`src/rtl/mult_stim_gen_pkg.sv`:
```
// mult_stim_pkg: shared types, constants and helpers for the multiplier stimulus generator.
package mult_stim_pkg;

    typedef enum logic [2:0] {IDLE, GEN_A, GEN_B, SEND, WAIT_RES, DONE} state_t;

    typedef enum logic [1:0] {MODE_RND, MODE_CORNER, MODE_NOPERR, MODE_RSVD} mode_t;

    localparam logic [31:0] LFSR_TAPS = 32'h8020_0003;

    localparam logic [1:0] C_MIN  = 2'd0;
    localparam logic [1:0] C_MAX  = 2'd1;
    localparam logic [1:0] C_ZERO = 2'd2;
    localparam logic [1:0] C_ONES = 2'd3;

    function automatic logic parity(input logic [31:0] v);
        return ^v;
    endfunction

endpackage

```
`src/rtl/mult_stim_gen_if.sv`:
```
// mult_stim_gen_if: operand/result handshake between the stimulus generator and the multiplier.
interface mult_stim_gen_if #(parameter int DATA_W = 16);
    logic              req;
    logic              ack;
    logic [DATA_W-1:0] arg_a;
    logic              arg_a_parity;
    logic [DATA_W-1:0] arg_b;
    logic              arg_b_parity;
    logic [1:0]        perr_inj;
    logic              res_valid;

    modport master (
        output req, arg_a, arg_a_parity, arg_b, arg_b_parity, perr_inj,
        input  ack, res_valid
    );

    modport slave (
        input  req, arg_a, arg_a_parity, arg_b, arg_b_parity, perr_inj,
        output ack, res_valid
    );
endinterface

```
`src/rtl/mult_stim_lfsr.sv`:
```
// mult_stim_lfsr: 32-bit shift-right Galois LFSR, stepping once per cycle while adv is high.
module mult_stim_lfsr
    import mult_stim_pkg::*;
#(
    parameter logic [31:0] SEED = 32'h1
) (
    input  logic        clk,
    input  logic        rst_n,
    input  logic        adv,
    output logic [31:0] value
);

    always_ff @(posedge clk or negedge rst_n)
        if (!rst_n)
            value <= SEED;
        else if (adv)
            value <= (value >> 1) ^ (value[0] ? LFSR_TAPS : 32'h0);

endmodule

```
`src/rtl/mult_stim_gen.sv`:
```
// mult_stim_gen: issues parity-protected operand pairs (random, corner, injected errors) over req/ack
// and waits for each result or a timeout before the next vector.
module mult_stim_gen
    import mult_stim_pkg::*;
#(
    parameter int          DATA_W    = 16,
    parameter int          N_VECTORS = 1000,
    parameter logic [31:0] SEED      = 32'h1,
    parameter int          TIMEOUT   = 255
) (
    input  logic                 clk,
    input  logic                 rst_n,
    input  logic                 start,
    input  logic [1:0]           mode,
    mult_stim_gen_if.master      bus,
    output logic                 busy,
    output logic                 done,
    output logic [31:0]          vec_cnt,
    output logic [15:0]          timeout_cnt
);

    localparam logic [DATA_W-1:0] V_MIN = {1'b1, {(DATA_W-1){1'b0}}};
    localparam logic [DATA_W-1:0] V_MAX = ~V_MIN;

    state_t            state;
    logic [31:0]       lfsr;
    logic [31:0]       wcnt;
    logic [DATA_W-1:0] rnd_val, cor_val, val;
    logic [1:0]        ci;
    logic              inj, par, last, unused_lfsr;

    assign unused_lfsr = ^lfsr;
    assign last        = vec_cnt + 32'd1 == 32'(N_VECTORS);

    mult_stim_lfsr #(.SEED(SEED)) u_lfsr (
        .clk   (clk),
        .rst_n (rst_n),
        .adv   (state == GEN_A || state == GEN_B),
        .value (lfsr)
    );

    // Corner sweep: A walks the table on k[3:2], B on k[1:0].
    always_comb begin
        ci      = (state == GEN_A) ? vec_cnt[3:2] : vec_cnt[1:0];
        cor_val = (ci == C_MIN) ? V_MIN : (ci == C_MAX) ? V_MAX : (ci == C_ZERO) ? '0 : '1;
        rnd_val = (lfsr[31:29] == 3'b000) ? V_MIN :
                  (lfsr[31:29] == 3'b111) ? V_MAX :
                  (lfsr[31:29] == 3'b001) ? '0 : lfsr[DATA_W-1:0];
        val     = (mode == MODE_CORNER) ? cor_val : rnd_val;
        inj     = (mode != MODE_CORNER) && (mode != MODE_NOPERR) && (lfsr[28:27] == 2'b11);
        par     = parity(32'(val)) ^ inj;
    end

    always_ff @(posedge clk or negedge rst_n)
        if (!rst_n) begin
            state            <= IDLE;
            busy             <= 1'b0;
            done             <= 1'b0;
            vec_cnt          <= '0;
            timeout_cnt      <= '0;
            wcnt             <= '0;
            bus.req          <= 1'b0;
            bus.arg_a        <= '0;
            bus.arg_a_parity <= 1'b0;
            bus.arg_b        <= '0;
            bus.arg_b_parity <= 1'b0;
            bus.perr_inj     <= '0;
        end else begin
            done <= 1'b0;
            case (state)
                IDLE:
                    if (start) begin
                        vec_cnt     <= '0;
                        timeout_cnt <= '0;
                        busy        <= 1'b1;
                        done        <= N_VECTORS == 0;
                        state       <= (N_VECTORS == 0) ? DONE : GEN_A;
                    end
                GEN_A: begin
                    bus.arg_a        <= val;
                    bus.arg_a_parity <= par;
                    bus.perr_inj[0]  <= inj;
                    state            <= GEN_B;
                end
                GEN_B: begin
                    bus.arg_b        <= val;
                    bus.arg_b_parity <= par;
                    bus.perr_inj[1]  <= inj;
                    bus.req          <= 1'b1;
                    state            <= SEND;
                end
                SEND:
                    if (bus.ack) begin
                        bus.req <= 1'b0;
                        wcnt    <= '0;
                        state   <= WAIT_RES;
                    end
                // A result in the timeout cycle wins over the timeout.
                WAIT_RES:
                    if (bus.res_valid || wcnt + 32'd1 >= 32'(TIMEOUT)) begin
                        vec_cnt     <= vec_cnt + 32'd1;
                        timeout_cnt <= bus.res_valid ? timeout_cnt : timeout_cnt + 16'(timeout_cnt != 16'hFFFF);
                        done        <= last;
                        state       <= last ? DONE : GEN_A;
                    end else
                        wcnt <= wcnt + 32'd1;
                DONE: begin
                    busy  <= 1'b0;
                    state <= IDLE;
                end
                default: state <= IDLE;
            endcase
        end

endmodule

```
`src/flat_wrapper.sv`:
```
// flat-port wrapper written by rule: the top's interface ports become plain ports
module mult_stim_gen_flat import mult_stim_pkg::*;
#(
    parameter int          DATA_W    = 16,
    parameter int          N_VECTORS = 1000,
    parameter logic [31:0] SEED      = 32'h1,
    parameter int          TIMEOUT   = 255
)
  (clk, rst_n, start, mode, busy, done, vec_cnt, timeout_cnt, bus_req, bus_arg_a, bus_arg_a_parity, bus_arg_b, bus_arg_b_parity, bus_perr_inj, bus_ack, bus_res_valid);
  mult_stim_gen_if #(.DATA_W(DATA_W)) bus_i ();
  input  logic clk;
  input  logic rst_n;
  input  logic start;
  input  logic [1:0] mode;
  output logic busy;
  output logic done;
  output logic [31:0] vec_cnt;
  output logic [15:0] timeout_cnt;
  output wire logic [$bits(bus_i.req)-1:0] bus_req;
  output wire logic [$bits(bus_i.arg_a)-1:0] bus_arg_a;
  output wire logic [$bits(bus_i.arg_a_parity)-1:0] bus_arg_a_parity;
  output wire logic [$bits(bus_i.arg_b)-1:0] bus_arg_b;
  output wire logic [$bits(bus_i.arg_b_parity)-1:0] bus_arg_b_parity;
  output wire logic [$bits(bus_i.perr_inj)-1:0] bus_perr_inj;
  input wire logic [$bits(bus_i.ack)-1:0] bus_ack;
  input wire logic [$bits(bus_i.res_valid)-1:0] bus_res_valid;
  assign bus_req = bus_i.req;
  assign bus_arg_a = bus_i.arg_a;
  assign bus_arg_a_parity = bus_i.arg_a_parity;
  assign bus_arg_b = bus_i.arg_b;
  assign bus_arg_b_parity = bus_i.arg_b_parity;
  assign bus_perr_inj = bus_i.perr_inj;
  assign bus_i.ack = bus_ack;
  assign bus_i.res_valid = bus_res_valid;
  mult_stim_gen #(.DATA_W(DATA_W), .N_VECTORS(N_VECTORS), .SEED(SEED), .TIMEOUT(TIMEOUT)) u_core (.clk(clk), .rst_n(rst_n), .start(start), .mode(mode), .bus(bus_i), .busy(busy), .done(done), .vec_cnt(vec_cnt), .timeout_cnt(timeout_cnt));
endmodule
```
`config.mk`:
```
export PLATFORM = sky130hd
export DESIGN_NAME = mult_stim_gen_flat
export DESIGN_NICKNAME = d
export VERILOG_FILES = /design/src/rtl/mult_stim_gen_pkg.sv /design/src/rtl/mult_stim_gen_if.sv /design/src/rtl/mult_stim_lfsr.sv /design/src/rtl/mult_stim_gen.sv /design/src/flat_wrapper.sv
export SDC_FILE = /design/constraint.sdc
export NUM_CORES = 1
export LEC_CHECK = 0
export CAP_MARGIN = 20
export CORE_AREA = 4 4 109 189
export DETAILED_ROUTE_END_ITERATION = 10
export DIE_AREA = 0 0 113 193
export PLACE_DENSITY = 0.66
export SLEW_MARGIN = 20
export SYNTH_ARGS = -nofsm -noshare
export SYNTH_HDL_FRONTEND = slang
export SYNTH_SLANG_ARGS = --single-unit
```
`constraint.sdc`:
```
create_clock -name clk -period 7 [get_ports clk]
set_input_delay 1.4 -clock clk [delete_from_list [all_inputs] [get_ports clk]]
set_output_delay 1.4 -clock clk [all_outputs]
set_load 0.02 [all_outputs]
```
# Word level (Yosys, flattened, before mapping)
# Index checks and enable logic that the tools add are counted.
[totals] wordCells=88 ff_bits=154 output_inout_bits=87 input_bits=7
[classes] n_lt_le_gt_ge=1 n_addsub=3 n_mux=30 n_eq_ne=20 n_bitwise=2 reduce_logical=18
[op_table] operator="$mux 16" n=10
[op_table] operator="$mux 32" n=5
[op_table] operator="$pmux 32 s2" n=2
[op_table] operator="$add 32x1->32 const B" n=2
[op_table] operator="$eq 32x10->1 const B" n=1
[op_table] operator="$ge 32x8->1 const B" n=1
[op_table] operator="$pmux 16 s2" n=1
[op_table] operator="$reduce_xor 32->1" n=1
[op_table] operator="$xor 31x32->32" n=1
[op_table] operator="$add 16x1->16" n=1
[op_table] operator="$ne 16x16->1 const B" n=1
[op_table] operator="$pmux 3 s5" n=1
[op_table] operator="$mux 3" n=4
[op_table] operator="$ne 2x2->1 const B" n=5
[op_table] operator="$eq 3x3->1 const B" n=3
[op_table] operator="$reduce_and 3->1" n=3
[op_table] operator="$reduce_bool 2->1" n=4
[op_table] operator="$eq 3x1->1 const B" n=2
[op_table] operator="$eq 3x2->1 const B" n=2
[op_table] operator="$logic_not 3->1" n=2
[op_table] operator="$eq 2x1->1 const B" n=2
[op_table] operator="$eq 2x2->1 const B" n=2
[op_table] operator="$mux 1" n=4
[op_table] operator="$ne 2x1->1 const B" n=2
[op_table] operator="other kinds (8)" n=12

# Logic depth before layout (Yosys ltp)
[logic_depth] word_depth=9 mapped_depth=11 mapped_depth_nobuf=10

# By module
# Synthesis repeated with hierarchy kept, for this count alone.
[hier_totals] hier_cells=866 hier_area_um2=8398.1
[modules_own_cells] module="mult_stim_gen" n_inst=1 cells_per_inst=793 seq_area_each_um2=3052.9 area_each_um2=7065.5
[modules_own_cells] module="mult_stim_lfsr" n_inst=1 cells_per_inst=73 seq_area_each_um2=802.0 area_each_um2=1332.5

# Worst setup path after synthesis
# No wires, ideal clock.
[synth_timing] path_type="input port to flip-flop" start="input bus_res_valid" end="register u_core.vec_cnt[26]" setup_ns=0.118 setup_slack_ns=3.459 path_buffers=1 stages=8 t_arrival_ns=3.423 cell_sequence="clkbuf_1 > inv_1 > nand4_1 > a2111o_1 > or4_4 > o21ai_4 > mux2_2 > a21o_1"
[synth_via] elab_chain_len=3
[synth_lines] element="start, declared" line_no="flat_wrapper.sv:26" text="input wire logic [$bits(bus_i.res_valid)-1:0] bus_res_valid;"
[synth_lines] element="$logic_or 1x1->1" line_no="mult_stim_gen.sv:100" text="if (bus.res_valid || wcnt + 32'd1 >= 32'(TIMEOUT)) begin"
[synth_lines] element="$ne 2x1->1 (no source line)"
[synth_lines] element="$reduce_and 3->1 (no source line)"
[synth_lines] element="end signal, assigned" line_no="mult_stim_gen.sv:101" text="vec_cnt <= vec_cnt + 32'd1;"
[synth_lines] element="end, declared" line_no="mult_stim_gen.sv:18" text="output logic [31:0] vec_cnt,"
# Every way passes these cells.
# A chain may end at the register's enable or synchronous reset.

# Final worst setup path
# Ends and elaborated chain as after synthesis.

==> impl_metrics.xml <==
<?xml version="1.0" encoding="UTF-8"?>
<metrics>
  <group name="worst_setup_path">
    <metric name="critical_path.cell_chain" unit="">clkdlybuf4s50_1 -&gt; inv_1 -&gt; nand4_1 -&gt; a2111o_1 -&gt; or4_4 -&gt; o21ai_4 -&gt; buf_4 -&gt; mux2_2 -&gt; a21o_1</metric>
    <metric name="regToRegStartpoint" unit="">u_core.wcnt[0]</metric>
    <metric name="cp_data_arrival_time" unit="ns">4.60</metric>
    <metric name="crit_fanout" unit="">36</metric>
    <metric name="crit_path_max_incr_delay" unit="ns">0.73</metric>
    <metric name="worstSetupPathType" unit="">in2reg</metric>
    <metric name="setup.worst_path.end_class" unit="">flip-flop</metric>
    <metric name="critical-path-slowest-cell" unit="">clkdlybuf4s50_1</metric>
    <metric name="r2r_slack" unit="ns">3.07</metric>
    <metric name="cp-start-kind" unit="">primary input</metric>
    <metric name="r2r_end" unit="">u_core.timeout_cnt[1]</metric>
    <metric name="critPathRequiredTime" unit="ns">7.32</metric>
    <metric name="worstRegToRegCells" unit="">10</metric>
  </group>
  <group name="clock_tree">
    <metric name="clkTransAtPathRegs" unit="ns">0.07</metric>
    <metric name="clock_tree_buffer_depth" unit="">2</metric>
    <metric name="clock_latency" unit="ns">0.42</metric>
    <metric name="cts_tree" unit="">yes</metric>
    <metric name="postCtsHoldBufs" unit="">0</metric>
    <metric name="cts_made_buffers" unit="">17</metric>
    <metric name="cts.htree.levels" unit="">4</metric>
    <metric name="clock_sinks" unit="">154</metric>
    <metric name="ctsResizeCount" unit="">0</metric>
    <metric name="cts_root_buf" unit="">clkbuf_16</metric>
    <metric name="postCtsSetupBuffers" unit="">0</metric>
  </group>
  <group name="floorplan">
    <metric name="chipWidth" unit="µm">113</metric>
    <metric name="floorplan.core_area" unit="µm²">19000</metric>
    <metric name="core.rowCount" unit="">67</metric>
    <metric name="die_height" unit="µm">193</metric>
    <metric name="initial_core_util" unit="%">44.5</metric>
    <metric name="io-pin-count" unit="">94</metric>
    <metric name="die_area" unit="µm²">21800</metric>
  </group>
  <group name="worst_hold_path">
    <metric name="worstHoldStart" unit="">u_core.bus.req</metric>
    <metric name="min_delay_worst_endpoint" unit="">u_core.bus.req</metric>
    <metric name="worst_min_path_class" unit="">reg2reg</metric>
    <metric name="min_delay_path_depth" unit="">1</metric>
  </group>
  <group name="flow_run">
    <metric name="max_cap_violations" unit="">0</metric>
  </group>
  <group name="yosys">
    <metric name="synthesis.instances" unit="">914</metric>
    <metric name="syn-mean-instance-area" unit="µm²">9.27</metric>
    <metric name="yosys_reg_bits" unit="">154</metric>
    <metric name="synth_unique_cells" unit="">70</metric>
    <metric name="dominant_combinational_cell_family_by_area_after_synthesis" unit="">simple AND/OR/NAND/NOR gates</metric>
    <metric name="seq_area_frac_synth" unit="%">45.5</metric>
    <metric name="synth_adder_area_share" unit="%">1.03</metric>
    <metric name="synthSimpleGateAreaFrac" unit="%">22.4</metric>
    <metric name="ys_warn_count" unit="">0</metric>
    <metric name="synth.area.mux_share" unit="%">6.56</metric>
    <metric name="synth-main-ff-cell" unit="">dfrtp_1</metric>
    <metric name="synth_enable_flop_cells" unit="">0</metric>
    <metric name="synth_nets" unit="">928</metric>
    <metric name="post_synth_instance_area" unit="µm²">8470</metric>
    <metric name="async_reset_ff_share" unit="%">100</metric>
    <metric name="synth-compound-area-share" unit="%">18.0</metric>
    <metric name="synth_xor_area_share" unit="%">3.10</metric>
  </group>
  <group name="pwr">
    <metric name="cell_area_power_density" unit="nW/µm²">309</metric>
    <metric name="power_leakage" unit="nW">4.19</metric>
    <metric name="max-vdd-ir-drop" unit="mV">0.245</metric>
  </group>
  <group name="sta">
    <metric name="rsz0062_at_grt" unit="">no</metric>
    <metric name="skew" unit="ns">0.0101</metric>
    <metric name="achievable-frequency" unit="GHz">0.234</metric>
    <metric name="setup_viol_count_final" unit="">0</metric>
    <metric name="fin_tns_setup" unit="ns">0</metric>
    <metric name="timing.max_slew.rel_slack" unit="%">40.7</metric>
    <metric name="post_layout_worst_setup_margin" unit="ns">2.72</metric>
    <metric name="timing.final.crit_share" unit="%">61.1</metric>
    <metric name="timing_hold_violations_final" unit="">0</metric>
    <metric name="worst_max_slew_pin_slew" unit="ns">0.889</metric>
    <metric name="timing_max_transition_violations_final" unit="">0</metric>
    <metric name="finalCriticalPeriod" unit="ns">4.28</metric>
  </group>
  <group name="cells_and_area">
    <metric name="final_layout_size_suffix_gt1_share" unit="%">10.1</metric>
    <metric name="layout.cells.most_common_list" unit="">dfrtp_1 (153), clkdlybuf4s50_1 (92), nor2_1 (90), a21oi_1 (68), nand2_1 (58)</metric>
    <metric name="antenna_cell_count" unit="">0</metric>
    <metric name="layout_commonest_cell" unit="">dfrtp_1</metric>
    <metric name="layout-area-overhead-vs-synth" unit="%">19.9</metric>
    <metric name="post-route-cell-area" unit="µm²">10200</metric>
    <metric name="nNetsFinal" unit="">993</metric>
  </group>
  <group name="routing">
    <metric name="dr.first_iter.drc_count" unit="">447</metric>
    <metric name="ant_nets" unit="">0</metric>
    <metric name="remaining_drc_errors" unit="">0</metric>
    <metric name="drt_pre_antenna_iters" unit="">5</metric>
    <metric name="finalWirelength" unit="µm">22800</metric>
    <metric name="route.vias.total" unit="">7229</metric>
    <metric name="detail_route.vias_per_cell" unit="">5.86</metric>
    <metric name="drt_wl_cell" unit="µm">18.5</metric>
  </group>
  <group name="global_routing">
    <metric name="grt_pass1_vias" unit="">7116</metric>
    <metric name="grt_first_pass_wirelength" unit="µm">37700</metric>
    <metric name="grt.total_usage" unit="%">21.5</metric>
    <metric name="grt_start_max_net_pins" unit="">69</metric>
    <metric name="global_route.overflow_total" unit="">0</metric>
    <metric name="grt_antenna_before_repair" unit="">0</metric>
  </group>
  <group name="place">
    <metric name="detailed_place_hpwl" unit="µm">16000</metric>
    <metric name="io_buffer_count" unit="">93</metric>
    <metric name="placedInstanceArea" unit="µm²">9570</metric>
    <metric name="globalplace.congestion" unit="">0.941</metric>
    <metric name="place_ws" unit="ns">2.32</metric>
  </group>
  <group name="run_status">
    <metric name="outcome" unit="">completed</metric>
  </group>
</metrics>
[cell type report]
cell class	instances	area, µm²
clock buffer	17	425
clock inverter	15	160
fill	1713	8870
inverter	14	52.6
multi-input combinational	687	4340
sequential	154	3850
tap	241	302
timing repair buffer	105	1020
[registers in the layout, indices dropped and copies added, names as in the netlist]
signal / flops
u_core.bus.req: 1
u_core.vec_cnt: 32
u_core.timeout_cnt: 16
u_core.bus.arg_a_parity: 1
u_core.bus.perr_inj: 2
u_core.state: 3
u_core.u_lfsr.value: 32
u_core.wcnt: 32
u_core.bus.arg_b_parity: 1
u_core.bus.arg_b: 16
u_core.busy: 1
u_core.bus.arg_a: 16
u_core.done: 1
[per-layer routing]
metal  share of wire, %  vias up  routed length [µm]  GRT usage, %
met5                  0        -                   0             0
met4                2.8        0                 648          8.33
met3                4.1       37                 929          4.03
met2                 53      182               12200          38.8
met1                 40     3515                9030          25.1
li1                   -     3495                   -             -
[cell usage after synthesis (all sizes together) (4+ instances only)]
library cell / number / share of area [%]
nor4: 11 / 0.96
or3: 9 / 0.66
a2111oi: 4 / 0.41
a21oi: 70 / 4.2
mux2i: 15 / 1.8
nor3: 30 / 1.8
clkbuf: 48 / 2.1
and3: 20 / 1.5
dfrtp: 153 / 45
buf: 11 / 0.66
o311ai: 12 / 1.2
o211ai: 4 / 0.35
nand4: 23 / 1.7
and2: 33 / 2.4
a22o: 16 / 1.7
xor2: 8 / 0.83
o2bb2ai: 7 / 0.72
and4: 8 / 0.83
xnor2: 22 / 2.3
mux2: 36 / 4.8
a21o: 5 / 0.44
inv: 14 / 0.62
nand3: 46 / 2.8
o21ai: 48 / 3.0
nor2b: 5 / 0.37
nor3b: 6 / 0.53
nor2: 93 / 4.1
a31oi: 13 / 0.96
nand2b: 13 / 0.96
ha: 7 / 1.0
o31ai: 20 / 1.8
o22ai: 8 / 0.59
nand2: 58 / 2.6
[cell families (layout without fill, tap and decap cells)]
kind of cell               Yosys count  count (layout)
buffers and inverters               73             151
muxes                               51              51
and+or+nand+nor                    367             367
AOI/OAI and AO/OA                  232             232
DFF                                154             154
xor gates and xnor gates            30              30
adders and majority gates            7               7
[worst max-delay path by stage]
stage / start / endpoint
5_1_grt: bus_res_valid / u_core.timeout_cnt[0]
6_report: bus_res_valid / u_core.vec_cnt[26]
4_1_cts: bus_res_valid / u_core.vec_cnt[26]
2_1_floorplan: bus_res_valid / u_core.vec_cnt[26]
3_3_place_gp: bus_res_valid / u_core.vec_cnt[26]
3_5_place_dp: bus_res_valid / u_core.vec_cnt[26]
[critical path, delay by kind of cell]
kind	cells	cell delay, ns
multiplexers	1	0.38
AO/OA/AOI/OAI	3	0.82
buffers and inverters	3	1.38
AND/OR/NAND/NOR	2	0.59
[report_power, final]
| part | internal, mW | leakage (nW) | switching (mW) |
|---|---|---|---|
| Sequential | 1.03 | 2.05 | 0.117 |
| Clock | 0.506 | 0.290 | 0.415 |
| Combinational | 0.432 | 1.85 | 0.638 |
| Total | 1.97 | 4.19 | 1.17 |
[through the flow]
| step | std cells | util [%] | hold slack, ns | total power, mW |
|---|---|---|---|---|
| finish | 1233 | 53.4 | 0.488 | 3.14 |
| global route | 1233 | 53.4 | 0.508 | 3.33 |
| CTS | 1233 | 53.4 | 0.489 | 3.18 |
| detailed placement | 1201 | 50.3 | 0.469 | 2.24 |
| global placement | 1201 | 50.3 | 0.466 | 2.22 |
| floorplan | 914 | - | 0.446 | 1.79 |
Note: power is estimated with default switching activity, not from simulation.
